$ cat src/rtl/seg_arb_pkg.sv
// Shared types and constants for the seven-segment display arbiter.
// The counter-width helper sizes counters from module parameters.
package seg_arb_pkg;

  typedef enum logic [1:0] {
    IDLE,
    SHOW,
    BLANK
  } seg_arb_state_t;

  localparam int NIBBLE_W = 4;
  localparam int SLOT_W   = 16;

  localparam int HOLD_CYCLES_DEF  = 1000;
  localparam int BLANK_CYCLES_DEF = 4;

  // A counter must be able to hold the value n itself, because the hold count saturates there.
  function automatic int cnt_w(input int n);
    return $clog2(n + 1);
  endfunction

  localparam int HOLD_CNT_W_DEF  = cnt_w(HOLD_CYCLES_DEF);
  localparam int BLANK_CNT_W_DEF = cnt_w(BLANK_CYCLES_DEF);

endpackage

$ cat src/rtl/seg_rr_pick.sv
// Combinational round-robin picker: the first set req bit found after 'last',
// searching upwards and wrapping around.
module seg_rr_pick
  import seg_arb_pkg::*;
#(
  parameter int N_REQ = 3,
  parameter int IDX_W = $clog2(N_REQ)
) (
  input  logic [N_REQ-1:0] req,
  input  logic [IDX_W-1:0] last,
  output logic             hit,
  output logic [IDX_W-1:0] idx
);

  // Walk the candidates from farthest to nearest so the nearest hit is written last.
  always_comb begin
    int cand;
    hit  = 1'b0;
    idx  = '0;
    cand = 0;
    for (int k = N_REQ; k >= 1; k--) begin
      cand = (int'(last) + k) % N_REQ;
      if (req[cand]) begin
        hit = 1'b1;
        idx = IDX_W'(cand);
      end
    end
  end

endmodule

$ cat src/rtl/seg_disp_arbiter.sv
// Round-robin arbiter that shares a four-digit seven-segment display between
// requesters. It enforces a minimum hold window and a fixed blank gap.
module seg_disp_arbiter
  import seg_arb_pkg::*;
#(
  parameter int N_REQ        = 3,
  parameter int HOLD_CYCLES  = HOLD_CYCLES_DEF,
  parameter int BLANK_CYCLES = BLANK_CYCLES_DEF
) (
  input  logic                       clk,
  input  logic                       rst,
  input  logic [N_REQ-1:0]           req,
  input  logic [SLOT_W*N_REQ-1:0]    data_in,
  output logic [N_REQ-1:0]           grant,
  output logic [NIBBLE_W-1:0]        data3,
  output logic [NIBBLE_W-1:0]        data2,
  output logic [NIBBLE_W-1:0]        data1,
  output logic [NIBBLE_W-1:0]        data0,
  output logic                       disp_en,
  output logic                       busy
);

  localparam int IDX_W   = $clog2(N_REQ);
  localparam int HOLD_W  = cnt_w(HOLD_CYCLES);
  localparam int BLANK_W = cnt_w(BLANK_CYCLES);

  seg_arb_state_t      state_q;
  logic [N_REQ-1:0]    grant_q;
  logic [SLOT_W-1:0]   data_q;
  logic                disp_en_q;
  logic                busy_q;
  logic [HOLD_W-1:0]   hold_q;
  logic [BLANK_W-1:0]  blank_q;
  logic [IDX_W-1:0]    last_q;

  logic [SLOT_W-1:0]   slot [N_REQ];
  logic                pick_hit;
  logic [IDX_W-1:0]    pick_idx;
  logic                owner_req;
  logic                other_req;
  logic                hold_done;
  logic                blank_last;

  for (genvar gi = 0; gi < N_REQ; gi++) begin : g_slot
    assign slot[gi] = data_in[SLOT_W*gi +: SLOT_W];
  end

  seg_rr_pick #(
    .N_REQ (N_REQ),
    .IDX_W (IDX_W)
  ) u_pick (
    .req  (req),
    .last (last_q),
    .hit  (pick_hit),
    .idx  (pick_idx)
  );

  assign owner_req  = |(req & grant_q);
  assign other_req  = |(req & ~grant_q);
  assign hold_done  = hold_q >= HOLD_W'(HOLD_CYCLES - 1);
  assign blank_last = blank_q == BLANK_W'(BLANK_CYCLES - 1);

  always_ff @(posedge clk) begin
    if (rst) begin
      state_q   <= IDLE;
      grant_q   <= '0;
      data_q    <= '0;
      disp_en_q <= 1'b0;
      busy_q    <= 1'b0;
      hold_q    <= '0;
      blank_q   <= '0;
      last_q    <= IDX_W'(N_REQ - 1);
    end else begin
      case (state_q)
        IDLE: begin
          if (pick_hit) begin
            state_q   <= SHOW;
            grant_q   <= N_REQ'(1) << pick_idx;
            last_q    <= pick_idx;
            data_q    <= slot[pick_idx];
            disp_en_q <= 1'b1;
            busy_q    <= 1'b1;
            hold_q    <= '0;
          end
        end

        SHOW: begin
          // An owner that drops its request leaves at once. A held owner yields only under contention.
          if (!owner_req || (hold_done && other_req)) begin
            state_q   <= BLANK;
            grant_q   <= '0;
            data_q    <= '0;
            disp_en_q <= 1'b0;
            blank_q   <= '0;
          end else begin
            data_q <= slot[last_q];
            if (hold_q != HOLD_W'(HOLD_CYCLES)) begin
              hold_q <= hold_q + 1'b1;
            end
          end
        end

        BLANK: begin
          if (blank_last) begin
            if (pick_hit) begin
              state_q   <= SHOW;
              grant_q   <= N_REQ'(1) << pick_idx;
              last_q    <= pick_idx;
              data_q    <= slot[pick_idx];
              disp_en_q <= 1'b1;
              hold_q    <= '0;
            end else begin
              state_q <= IDLE;
              busy_q  <= 1'b0;
            end
          end else begin
            blank_q <= blank_q + 1'b1;
          end
        end

        default: begin
          state_q <= IDLE;
        end
      endcase
    end
  end

  assign grant   = grant_q;
  assign data3   = data_q[15:12];
  assign data2   = data_q[11:8];
  assign data1   = data_q[7:4];
  assign data0   = data_q[3:0];
  assign disp_en = disp_en_q;
  assign busy    = busy_q;

endmodule

$ cat config.mk
export PLATFORM = sky130hd
export DESIGN_NAME = seg_disp_arbiter
export DESIGN_NICKNAME = d
export VERILOG_FILES = /design/src/rtl/seg_arb_pkg.sv /design/src/rtl/seg_rr_pick.sv /design/src/rtl/seg_disp_arbiter.sv
export SDC_FILE = /design/constraint.sdc
export NUM_CORES = 1
export LEC_CHECK = 0
export BUFFER_PORTS_ARGS = -buffer_cell sky130_fd_sc_hd__buf_2
export CORE_ASPECT_RATIO = 0.9
export CORE_MARGIN = 2
export CORE_UTILIZATION = 53
export DETAILED_ROUTE_END_ITERATION = 6
export GPL_ROUTABILITY_DRIVEN = 0
export PLACE_DENSITY = 0.81
export SYNTH_ARGS = -nofsm -noshare
export SYNTH_HDL_FRONTEND = slang
export SYNTH_SLANG_ARGS = --single-unit
$ cat constraint.sdc
create_clock -name clk -period 3.4 [get_ports clk]
set_input_delay 0.68 -clock clk [delete_from_list [all_inputs] [get_ports clk]]
set_output_delay 0.68 -clock clk [all_outputs]
set_load 0.01 [all_outputs]
After elaboration in Yosys (flattened, before gate mapping) --
Index checks and enable logic that the tools add are counted.
Storage, ports and cells: word-level logic and storage cells 107, output and inout bits 21, bits in registers 38, input port bits 53
Operators by class: $add $sub $neg 5, shift-type cells 1, eq/ne operators 11, mux-type cells 52, reduce and logical (&&, ||, !) cells 16, bitwise logic cells 5, div/mod/pow operators 3, magnitude comparators 6
Operators with widths (count):
- $mux 16 | 7
- $lt 32x4->1 const B | 3
- $mod 32x3->32 const B | 3
- $bmux 16 s2 | 2
- $pmux 16 s3 | 1
- $mux 10 | 4
- $pmux 10 s3 | 1
- $mux 1 | 16
- $mux 2 | 8
- $ne 2x2->1 const B | 7
- $mux 3 | 4
- $add 10x1->10 const B | 1
- $ge 10x10->1 const B | 1
- $ne 10x10->1 const B | 1
- $pmux 3 s3 | 1
- $reduce_and 3->1 | 3
- $reduce_and 4->1 | 2
- $add 2x2->3 const B | 2
- $and 3x3->3 | 2
- $bmux 1 s2 | 3
- $ge 3x3->1 const B | 2
- $not 2->3 | 2
- $pmux 2 s3 | 1
- $pmux 3 s2 | 1
- other kinds (18) | 21

Logic depth before layout (Yosys ltp) --
Gate-level depths: netlist (run 1).
word-level depth 15, mapped depth 12, gate-level depth less buffers 7

Hierarchy --
A second synthesis (run 1) with hierarchy kept.
Second synthesis, totals: cell total of the unflattened synthesis 305, area, all modules 2393.5 um^2
By module, submodules not included:
- seg_disp_arbiter | seq. area each 760.7 um^2, instances 1, area each 2148.3 um^2, cells each 269
- seg_rr_pick | seq. area each 0.0 um^2, instances 1, area each 245.2 um^2, cells each 36

Least setup slack after synthesis (run 1) --
No wires, ideal clock.
kind register -> register, start register last_q[1], end register hold_q[0], clock period less this slack 2.842 ns, buffers on the path 4, cell stages (with the launch flop) 12, arrival time 2.722 ns, path slack 0.558 ns, setup time 0.121 ns, required time 3.279 ns, cell sequence dfxtp_1 buf_2 buf_1 inv_1 ha_1 buf_6 o21bai_4 a31o_1 o31a_1 buf_4 o21ba_2 mux2_2
Between the ends: longest elaborated chain between the ends 11, elaborated cells on any way between the ends 21, classes of those cells 3 x add/sub; 3 x div; 15 x mux
RTL lines:
- from (decl) | RTL line seg_disp_arbiter.sv:34 | logic [IDX_W-1:0] last_q;
- from (signal assigned) | RTL line seg_disp_arbiter.sv:72 | last_q <= IDX_W'(N_REQ - 1);
- from (signal assigned) | RTL line seg_disp_arbiter.sv:79 | last_q <= pick_idx;
- from (signal assigned) | RTL line seg_disp_arbiter.sv:108 | last_q <= pick_idx;
- $add 2x2->3 | RTL line seg_rr_pick.sv:22 | cand = (int'(last) + k) % N_REQ;
- $mod 32x3->32 | RTL line seg_rr_pick.sv:22
- $bmux 1 s2 | RTL line seg_rr_pick.sv:23 | if (req[cand]) begin
- $mux 1 (implied by the code) (2 in a row) | RTL line seg_rr_pick.sv:23
- $mux 1 (2 in a row) | RTL line seg_rr_pick.sv:23
- $mux 1 * | RTL line seg_rr_pick.sv:23
- $mux 10 *
- $mux 10
- $pmux 10 s3 *
- to (signal assigned) | RTL line seg_disp_arbiter.sv:98 | hold_q <= hold_q + 1'b1;
- to (decl) | RTL line seg_disp_arbiter.sv:32 | logic [HOLD_W-1:0] hold_q;
Every way passes the cells marked *; elsewhere a longest branch is shown, timed or not. The select of a mux whose other input is x is not followed. A chain may end at the register's enable or synchronous reset.

Final worst setup path (run 1) --
start register last_q[0], end register data_q[14]
Between the ends: longest elaborated chain between the ends 15, elaborated cells on any way between the ends 33, classes of those cells 3 x add/sub; 3 x div; 25 x mux; 2 x bitwise
RTL lines:
- $add 2x2->3 | RTL line seg_rr_pick.sv:22
- $mod 32x3->32 | RTL line seg_rr_pick.sv:22
- $bmux 1 s2 | RTL line seg_rr_pick.sv:23
- $mux 1 (implied by the code) (2 in a row) | RTL line seg_rr_pick.sv:23
- $mux 2 (3 in a row) | RTL line seg_rr_pick.sv:23
- $not 2->3 (implied by the code) | RTL line seg_disp_arbiter.sv:80, seg_disp_arbiter.sv:109
- $bmux 16 s2 | RTL line seg_disp_arbiter.sv:80, seg_disp_arbiter.sv:109
- $mux 16 (implied by the code) (2 in a row) | RTL line seg_disp_arbiter.sv:80, seg_disp_arbiter.sv:109
- $mux 16 | RTL line seg_disp_arbiter.sv:76, seg_disp_arbiter.sv:105
- $mux 16 | RTL line seg_disp_arbiter.sv:104 | if (blank_last) begin
- $pmux 16 s3 * | RTL line seg_disp_arbiter.sv:74 | case (state_q)
- to (signal assigned) | RTL line seg_disp_arbiter.sv:80 | data_q <= slot[pick_idx];
- to (signal assigned) | RTL line seg_disp_arbiter.sv:96 | data_q <= slot[last_q];
- to (signal assigned) | RTL line seg_disp_arbiter.sv:109 | data_q <= slot[pick_idx];
- to (decl) | RTL line seg_disp_arbiter.sv:29 | logic [SLOT_W-1:0] data_q;
Marked as above.

==> results.json, run 1 <==
{
  "outcome": "complete, no violations",
  "r2r-end": "data_q[14]$_SDFFE_PP0P_",
  "maxCapViolCount": 0,
  "setup_slack_ns": 0.724,
  "grt_overflow": 0,
  "synth_edf_count": 0,
  "fin_area_um2": 3110,
  "worstMarginPinSlew_ns": 0.720,
  "dieArea_um2": 5620,
  "post-route-util_pct": 64.3,
  "final_antenna_net_count": 0,
  "finClkSkew_ns": 0.00538,
  "slowest_stage": "o31a_1",
  "cts_inserted_buffers": 5,
  "clock_sinks": 38,
  "antenna_found_initial": 0,
  "die_h_um": 71.3,
  "fmax_ghz": 0.374,
  "core-area_um2": 4830,
  "place_area_um2": 3030,
  "criticalPathCategory": "reg -> reg",
  "n_antenna_cell": 0,
  "setup_viol": 0,
  "slowest_delay_ns": 0.65,
  "avgSynthCellArea_um2": 8.11,
  "clock_latency_ns": 0.29,
  "rrSetupSlack_ns": 0.72,
  "end_kind": "flop",
  "synth_fp_nets": 388,
  "synth_seq_cells": 38,
  "critical_path_arrival_ns": 2.84,
  "firstDrtPassIters": 5,
  "drive_gt1_share_pct": 24.5,
  "dpl.cell_count": 446,
  "postCtsSetupBuffers": 0,
  "irDropWorstVdd_mv": 0.431,
  "clockBufferDepth": 2,
  "crit_family": "compound AO/OA/AOI/OAI gates",
  "postCtsHoldBufs": 0,
  "dpl.hpwl_mm": 5.22,
  "routed_via_density": 6.40,
  "drt_iter0_markers": 306,
  "start_kind": "flop",
  "synth_cell_types": 51,
  "synth.area.top_cells": "dfxtp_1 29%, a21oi_1 7.3%, mux2i_1 6.4%",
  "synth_area_um2": 2670,
  "row_count": 24,
  "setup.worst_path.end": "data_q[14]$_SDFFE_PP0P_",
  "synth_top_area_share_pct": 28.5,
  "grt_usage_pct": 28.6,
  "ctsHtreeMaxLevel": 2,
  "cp.required_ns": 3.56,
  "hold_viol_final": 0,
  "yosysWarnings": 0,
  "maxSlewViolCount": 0,
  "path_cells": "inv_1 -> ha_1 -> nor4b_1 -> o31a_1 -> a21oi_1 -> a21oi_1 -> o22ai_1",
  "fin_crit_sh_pct": 78.7,
  "reg2regPathDepth": 7,
  "ctsRootBufferMaster": "clkbuf_8",
  "numPortBuffers": 73,
  "grt_start_max_net_pins": 33,
  "initial_core_util_pct": 55.2,
  "syn_inst": 329,
  "pin_count": 74,
  "drc": 0,
  "grt_pass1_wl_mm": 12.8,
  "slew-limit-headroom_pct": 52.0,
  "grt_pass1_vias": 2778,
  "rsz0062_at_grt": "false",
  "path_common_cell": "a21oi_1",
  "cts_resized": 0,
  "cp.depth": 7,
  "power.density_nw_per_um2": 801,
  "period_needed_ns": 2.68,
  "r2r-start": "last_q[0]$_SDFFE_PP0P_",
  "startpoint": "last_q[0]$_SDFFE_PP0P_",
  "cts_tree": "built",
  "ys_seq_area_share_pct": 28.5,
  "final.setup.tns_ns": 0,
  "synth-main-ff-cell": "dfxtp_1",
  "worst-path-max-fanout": 18,
  "fin_cells": 452,
  "hold_class": "reg -> reg",
  "yosysTopAreaCell": "dfxtp_1",
  "die_x_um": 78.8,
  "leakage_nw": 1.26,
  "dp_slack_ns": 0.749,
  "area_growth_pct": 16.6,
  "ys_async_sr_fraction_pct": 0,
  "wl_per_cell_um": 16.8,
  "crit_buf_inv": 1,
  "final_nets": 447,
  "clk_transition_reported_paths_ns": 0.07,
  "wl_mm": 7.57,
  "vias": 2894
}
cells by family (layout without fill, tap and decap cells):
kind of cell | Yosys count | count (layout) | share of synthesized area (%)
simple gates | 75 | 75 | 15.9
compound gates | 152 | 152 | 38.9
flops | 38 | 38 | 28.5
mux | 18 | 18 | 6.80
fa+ha+maj | 6 | 6 | 2.81
buf+inv | 40 | 98 | 7.08
power breakdown:
| part | internal, mW | switching, mW | leakage, nW |
|---|---|---|---|
| combinational | 0.575 | 0.911 | 0.904 |
| sequential | 0.588 | 0.101 | 0.311 |
| clock | 0.156 | 0.158 | 0.0431 |
| total | 1.32 | 1.17 | 1.26 |
flip-flops by register name (all words and copies together) (netlist names):
| register | cells |
|---|---|
| blank_q | 3 |
| hold_q | 10 |
| last_q | 2 |
| busy | 1 |
| state_q | 2 |
| grant | 3 |
| disp_en | 1 |
| data_q | 16 |
final cells by class:
cell class,instances,area [um^2]
Clock buffer,6,82.6
Fill cell,442,1730
Inverter,11,41.3
Multi-Input combinational cell,251,1720
Sequential cell,38,761
Tap cell,65,81.3
Timing Repair Buffer,81,425
layer usage:
| layer | vias to the layer above | routed length, um | track usage, % |
|---|---|---|---|
| li1 | 1388 | - | - |
| met1 | 1363 | 3300 | 38.3 |
| met2 | 129 | 3550 | 46.2 |
| met3 | 14 | 611 | 5.67 |
| met4 | 0 | 119 | 10.1 |
| met5 | - | 0 | 0 |
synthesized netlist by cell type (3+ instances only):
master     n
o31ai_1    8
a32o_1     3
nor2_1     5
clkbuf_1  15
o22ai_1    3
buf_4      4
nand4_1    3
o21ai_0   21
a22oi_1   16
a32oi_1   14
dfxtp_1   38
buf_2      7
inv_1     11
mux2i_1   17
nand2b_1   7
a21oi_1   39
o211ai_1  16
nand3_1    9
or4_1      7
nor4bb_1   3
nand2_1   24
ha_1       6
a21o_1    16
worst register-to-register path, stage by stage (launching register included):
cell and delay, ns:
dfxtp_1 0.43, inv_1 0.07, ha_1 0.41, nor4b_1 0.47
o31a_1 0.65, a21oi_1 0.21, a21oi_1 0.21, o22ai_1 0.09
worst min path at each step:
stage | start | slack, ns | end | cells past startpoint
after floorplan | hold_q[8]$_SDFFE_PP0P_ | 0.45 | hold_q[8]$_SDFFE_PP0P_ | 2
after global placement | hold_q[8]$_SDFFE_PP0P_ | 0.46 | hold_q[8]$_SDFFE_PP0P_ | 2
after detailed placement | disp_en$_SDFFE_PP0P_ | 0.47 | disp_en$_SDFFE_PP0P_ | 2
after CTS | hold_q[8]$_SDFFE_PP0P_ | 0.48 | hold_q[8]$_SDFFE_PP0P_ | 2
after global routing | hold_q[8]$_SDFFE_PP0P_ | 0.51 | hold_q[8]$_SDFFE_PP0P_ | 2
final | hold_q[8]$_SDFFE_PP0P_ | 0.48 | hold_q[8]$_SDFFE_PP0P_ | 2
layout by cell type, fill, tap and decap left out, drive strengths merged, types with 3 or more instances in the layout:
cell type / count
a21o: 16
a21oi: 39
a22oi: 16
a32o: 3
a32oi: 14
buf: 81
clkbuf: 6
dfxtp: 38
ha: 6
inv: 11
mux2i: 17
nand2: 24
nand2b: 7
nand3: 9
nand4: 3
nor2: 5
nor4bb: 3
o211ai: 16
o21ai: 21
o22ai: 3
o31ai: 8
or2: 3
or4: 7
metrics by stage:
stage / hold slack (ns) / power [mW]
finish: 0.478 / 2.49
CTS: 0.483 / 2.47
floorplan: 0.448 / 1.75
detailed placement: 0.468 / 2.15
global route: 0.513 / 2.67
global placement: 0.463 / 2.11
(Power assumes the default switching activity.)
==> run 2: changes to the inputs <==
- clock period: 3.4 -> 2.65 ns (I/O delays scaled with it)
==> run 2 against run 1 <==
Effect of this change:
- sequential share of layout area decreased by 0.48 points
- flip-flop and latch count unchanged
- worst setup slack lost 0.52 ns
- total power rose by 31%
- sequential power is 28% higher
- clock-buffer cell count is the same
- utilization up 1.3 points
- via count increased by 2.4%
- clock skew grew 0.0042 ns
- final area is 2.0% higher
- hold slack improved by 0.0093 ns
==> results.json, run 2 (synthesis gave the netlist of run 1 again) <==
{
  "pin_count": 74,
  "row_count": 24,
  "power.density_nw_per_um2": 1030,
  "dpl.cell_count": 452,
  "clockBufferDepth": 2,
  "hold_class": "reg -> reg",
  "antenna_found_initial": 0,
  "fin_crit_sh_pct": 92.3,
  "place_area_um2": 3070,
  "clk_transition_reported_paths_ns": 0.08,
  "final_antenna_net_count": 0,
  "whs_path_depth": 2,
  "period_needed_ns": 2.45,
  "wl_per_cell_um": 16.7,
  "reg2regPathDepth": 8,
  "worst-path-max-fanout": 19,
  "start_kind": "flop",
  "dieArea_um2": 5620,
  "fill_cells": 445,
  "criticalPathCategory": "reg -> reg",
  "end_kind": "flop",
  "maxSlewViolCount": 0,
  "path_cells": "inv_1 -> ha_1 -> nor4bb_1 -> a21o_1 -> o31a_2 -> buf_4 -> a22oi_1 -> a21oi_1",
  "core-area_um2": 4830,
  "fin_area_um2": 3170,
  "layout_common_cells": "73 x buf_2, 38 x a21oi_1, 38 x dfxtp_1",
  "vias": 2964,
  "fin_cells": 460,
  "n_antenna_cell": 0,
  "leakage_nw": 1.29,
  "postCtsHoldBufs": 0,
  "r2r-end": "data_q[7]$_SDFFE_PP0P_",
  "initial_core_util_pct": 55.2,
  "ctsRootBufferMaster": "clkbuf_8",
  "setup_viol": 0,
  "hold_viol_final": 0,
  "dpl.hpwl_mm": 5.32,
  "cts_tree": "built",
  "worstMarginPinSlew_ns": 0.682,
  "grt_pass1_wl_mm": 12.5,
  "irDropWorstVdd_mv": 0.614,
  "layout_commonest_cell": "buf_2",
  "grt_usage_pct": 27.6,
  "reg_top3": "data_q: 16 flops, hold_q: 10 flops",
  "area_growth_pct": 18.9,
  "ctsHtreeMaxLevel": 2,
  "drt_iter0_markers": 199,
  "slew-limit-headroom_pct": 54.6,
  "rrSetupSlack_ns": 0.20,
  "cts_inserted_buffers": 5,
  "maxCapViolCount": 0,
  "clock_latency_ns": 0.31,
  "slowest_stage": "nor4bb_1",
  "grt_pass1_vias": 2725,
  "outcome": "complete, no violations",
  "slowest_delay_ns": 0.46,
  "fmax_ghz": 0.409,
  "wl_mm": 7.68,
  "final.setup.tns_ns": 0,
  "setup_slack_ns": 0.204,
  "routed_via_density": 6.44,
  "grt_overflow": 0,
  "top_register": "data_q",
  "firstDrtPassIters": 6,
  "drive_gt1_share_pct": 26.6,
  "post-route-util_pct": 65.6,
  "largest_reg_flops": 16,
  "die_x_um": 78.8,
  "drc": 0,
  "grt_start_max_net_pins": 33,
  "die_h_um": 71.3,
  "cp.required_ns": 2.88,
  "finClkSkew_ns": 0.00958,
  "holdCritStartpoint": "disp_en$_SDFFE_PP0P_",
  "critical_path_arrival_ns": 2.68,
  "r2r-start": "last_q[0]$_SDFFE_PP0P_",
  "dp_slack_ns": 0.0413,
  "crit_family": "compound AO/OA/AOI/OAI gates",
  "clock_sinks": 38,
  "rsz0062_at_grt": "false",
  "numPortBuffers": 73,
  "final_nets": 453,
  "crit_buf_inv": 2,
  "min_to": "disp_en$_SDFFE_PP0P_"
}
-- run 2: area by class of cell --
| type | instances | area [um^2] | share of cell area (%) |
|---|---|---|---|
| multi-input combinational | 251 | 1720 | 54.3 |
| clock buffer | 6 | 82.6 | 2.60 |
| sequential | 38 | 761 | 24.0 |
| inverter | 11 | 41.3 | 1.30 |
| clock inverter | 2 | 12.5 | 0.394 |
| timing repair buffer | 87 | 470 | 14.8 |
| tap | 65 | 81.3 | 2.56 |
-- run 2: stage by stage --
step | power [mW] | hold slack (ns)
after detailed placement | 2.79 | 0.472
after global placement | 2.75 | 0.469
final | 3.26 | 0.487
after global routing | 3.47 | 0.487
after floorplan | 2.25 | 0.448
after CTS | 3.23 | 0.483
-- run 2: how the worst max path moves through the flow --
stage          slack [ns]                      end  depth (start not counted)                    from
6_report             0.20   data_q[7]$_SDFFE_PP0P_                          8  last_q[0]$_SDFFE_PP0P_
5_1_grt              0.05  data_q[10]$_SDFFE_PP0P_                          8  last_q[0]$_SDFFE_PP0P_
4_1_cts              0.02   data_q[2]$_SDFFE_PP0P_                          8  last_q[0]$_SDFFE_PP0P_
3_5_place_dp         0.04   data_q[9]$_SDFFE_PP0P_                          8  last_q[0]$_SDFFE_PP0P_
3_3_place_gp         0.13  data_q[14]$_SDFFE_PP0P_                          7  last_q[0]$_SDFFE_PP0P_
2_1_floorplan      0.0004   hold_q[0]$_SDFFE_PP0P_                         11  last_q[1]$_SDFFE_PP1P_
-- run 2: worst min-delay path, stage by stage (launching register included) --
cell	delay, ns
dfxtp_1	0.31
o21ai_0	0.07
a21oi_1	0.06
-- run 2: repair_timing --
action | 4_1_cts | 5_1_grt
setup buffers | 0 | 0
setup endpoints to repair | 0 | 18
gates resized for setup | 0 | 2
-- run 2: routing by layer --
metal  track usage [%]  routed length (um)  vias to the layer above
met1              35.4                3420                     1428
met3              4.79                 453                       12
met5                 0                   0                        -
met2              47.1                3690                      120
li1                  -                   -                     1404
met4              9.16                 116                        0
-- run 2: report_power, final --
part           switching [mW]  internal [mW]  leakage (nW)  total [mW]
Sequential              0.131          0.755         0.311       0.885
Clock                   0.224          0.209        0.0472       0.433
Combinational            1.16          0.784         0.935        1.94
Total                    1.51           1.75          1.29        3.26
==> run 3: changes to the inputs <==
- CORE_UTILIZATION: 53 -> 50
- PLACE_DENSITY: 0.81 -> 0.77
==> run 3 against run 2 <==
Effect of this change:
- highest routed layer unchanged
- clock power fell by 15%
- total power fell by 0.12%
- cell count rose by 0.22%
- sequential share of layout area rose by 0.057 points
- non-clock buffer count did not move
- critical path type unchanged
- global-route usage fell by 0.54 points
==> results.json, run 3 (synthesis gave the netlist of run 1 again) <==
{
  "largest_reg_flops": 16,
  "hold_class": "reg -> reg",
  "dieArea_um2": 5940,
  "top_register": "data_q",
  "antenna_found_initial": 0,
  "cp.required_ns": 2.87,
  "hold_ws_ns": 0.491,
  "worstMarginPinSlew_ns": 0.862,
  "row_count": 25,
  "clock_sinks": 38,
  "area_growth_pct": 18.6,
  "maxSlewViolCount": 0,
  "routed_via_density": 6.40,
  "finClkSkew_ns": 0.00336,
  "setup_viol": 0,
  "fmax_ghz": 0.404,
  "grt_pass1_wl_mm": 12.6,
  "layout_common_cells": "73 x buf_2, 39 x a21oi_1, 38 x dfxtp_1",
  "worst-path-max-fanout": 20,
  "start_kind": "flop",
  "leakage_nw": 1.29,
  "rsz0062_at_grt": "false",
  "outcome": "complete, no violations",
  "dpl.hpwl_mm": 5.71,
  "drive_gt1_share_pct": 25.6,
  "ctsHtreeMaxLevel": 2,
  "drt_iter0_markers": 216,
  "layout_commonest_cell": "buf_2",
  "postCtsHoldBufs": 0,
  "end_kind": "flop",
  "final_antenna_net_count": 0,
  "reg_top3": "data_q: 16 flops, hold_q: 10 flops",
  "drc": 0,
  "clock_latency_ns": 0.28,
  "cts_inserted_buffers": 5,
  "clk_transition_reported_paths_ns": 0.07,
  "critical_path_arrival_ns": 2.69,
  "grt_usage_pct": 27.0,
  "power.density_nw_per_um2": 1030,
  "grt_start_max_net_pins": 25,
  "hold_viol_final": 0,
  "clockBufferDepth": 2,
  "pin_count": 74,
  "fin_crit_sh_pct": 93.4,
  "die_x_um": 81.0,
  "fin_area_um2": 3160,
  "cts_tree": "built",
  "firstDrtPassIters": 5,
  "ctsRootBufferMaster": "clkbuf_8",
  "core-area_um2": 5190,
  "initial_core_util_pct": 51.4,
  "wl_per_cell_um": 17.1,
  "grt_overflow": 0,
  "numPortBuffers": 73,
  "criticalPathCategory": "reg -> reg",
  "period_needed_ns": 2.48,
  "maxCapViolCount": 0,
  "place_area_um2": 3090,
  "vias": 2950,
  "grt_pass1_vias": 2751,
  "slew-limit-headroom_pct": 42.5,
  "final_nets": 453,
  "die_h_um": 73.3,
  "final.setup.tns_ns": 0,
  "wl_mm": 7.89,
  "irDropWorstVdd_mv": 0.738,
  "n_antenna_cell": 0
}
-- run 3: where the power goes --
group	switching [mW]	internal [mW]
combinational	1.20	0.803
clock	0.186	0.181
sequential	0.133	0.755
-- run 3: final cells by class --
class	instances	area, um^2
tap	67	83.8
multi-input combinational	251	1720
timing repair buffer	87	483
clock buffer	7	76.3
fill	483	2030
inverter	11	41.3
sequential	38	761
-- run 3: through the flow --
step	setup slack (ns)	utilization [%]	total power [mW]	std cells
floorplan	0.000440	-	2.25	329
detailed placement	0.0532	59.4	2.86	454
CTS	0.0442	60.9	3.24	461
finish	0.174	60.9	3.26	461
global route	0.00558	60.9	3.48	461
global placement	0.217	59.4	2.82	454
-- run 3: timing repair --
action                                  4_1_cts  5_1_grt
endpoints found under the setup margin        0       27
buffers inserted                              0        0
gates resized for setup                       0        1
-- run 3: worst paths after layout --
check	end	depth (start not counted)	startpoint	slack, ns
setup / recovery	hold_q[8]$_SDFFE_PP0P_	7	last_q[1]$_SDFFE_PP1P_	0.17
hold / removal	hold_q[7]$_SDFFE_PP0P_	2	hold_q[7]$_SDFFE_PP0P_	0.49
setup reg to reg	hold_q[8]$_SDFFE_PP0P_	7	last_q[1]$_SDFFE_PP1P_	0.17
hold reg to reg	hold_q[7]$_SDFFE_PP0P_	2	hold_q[7]$_SDFFE_PP0P_	0.49
-- run 3: worst max-delay path: stages, from the launching register on --
cell      delay [ns]
dfxtp_1         0.43
inv_1           0.07
ha_1            0.29
o21bai_4        0.21
a31o_1          0.23
o31a_2          0.47
or4_1           0.55
a21oi_1         0.16
-- run 3: routing by layer --
layer	GRT usage [%]	vias to the layer above	wire [um]
met3	5.04	13	591
met2	45.6	135	3670
li1	-	1406	-
met1	35.3	1396	3550
met5	0	-	0
met4	7.72	0	83
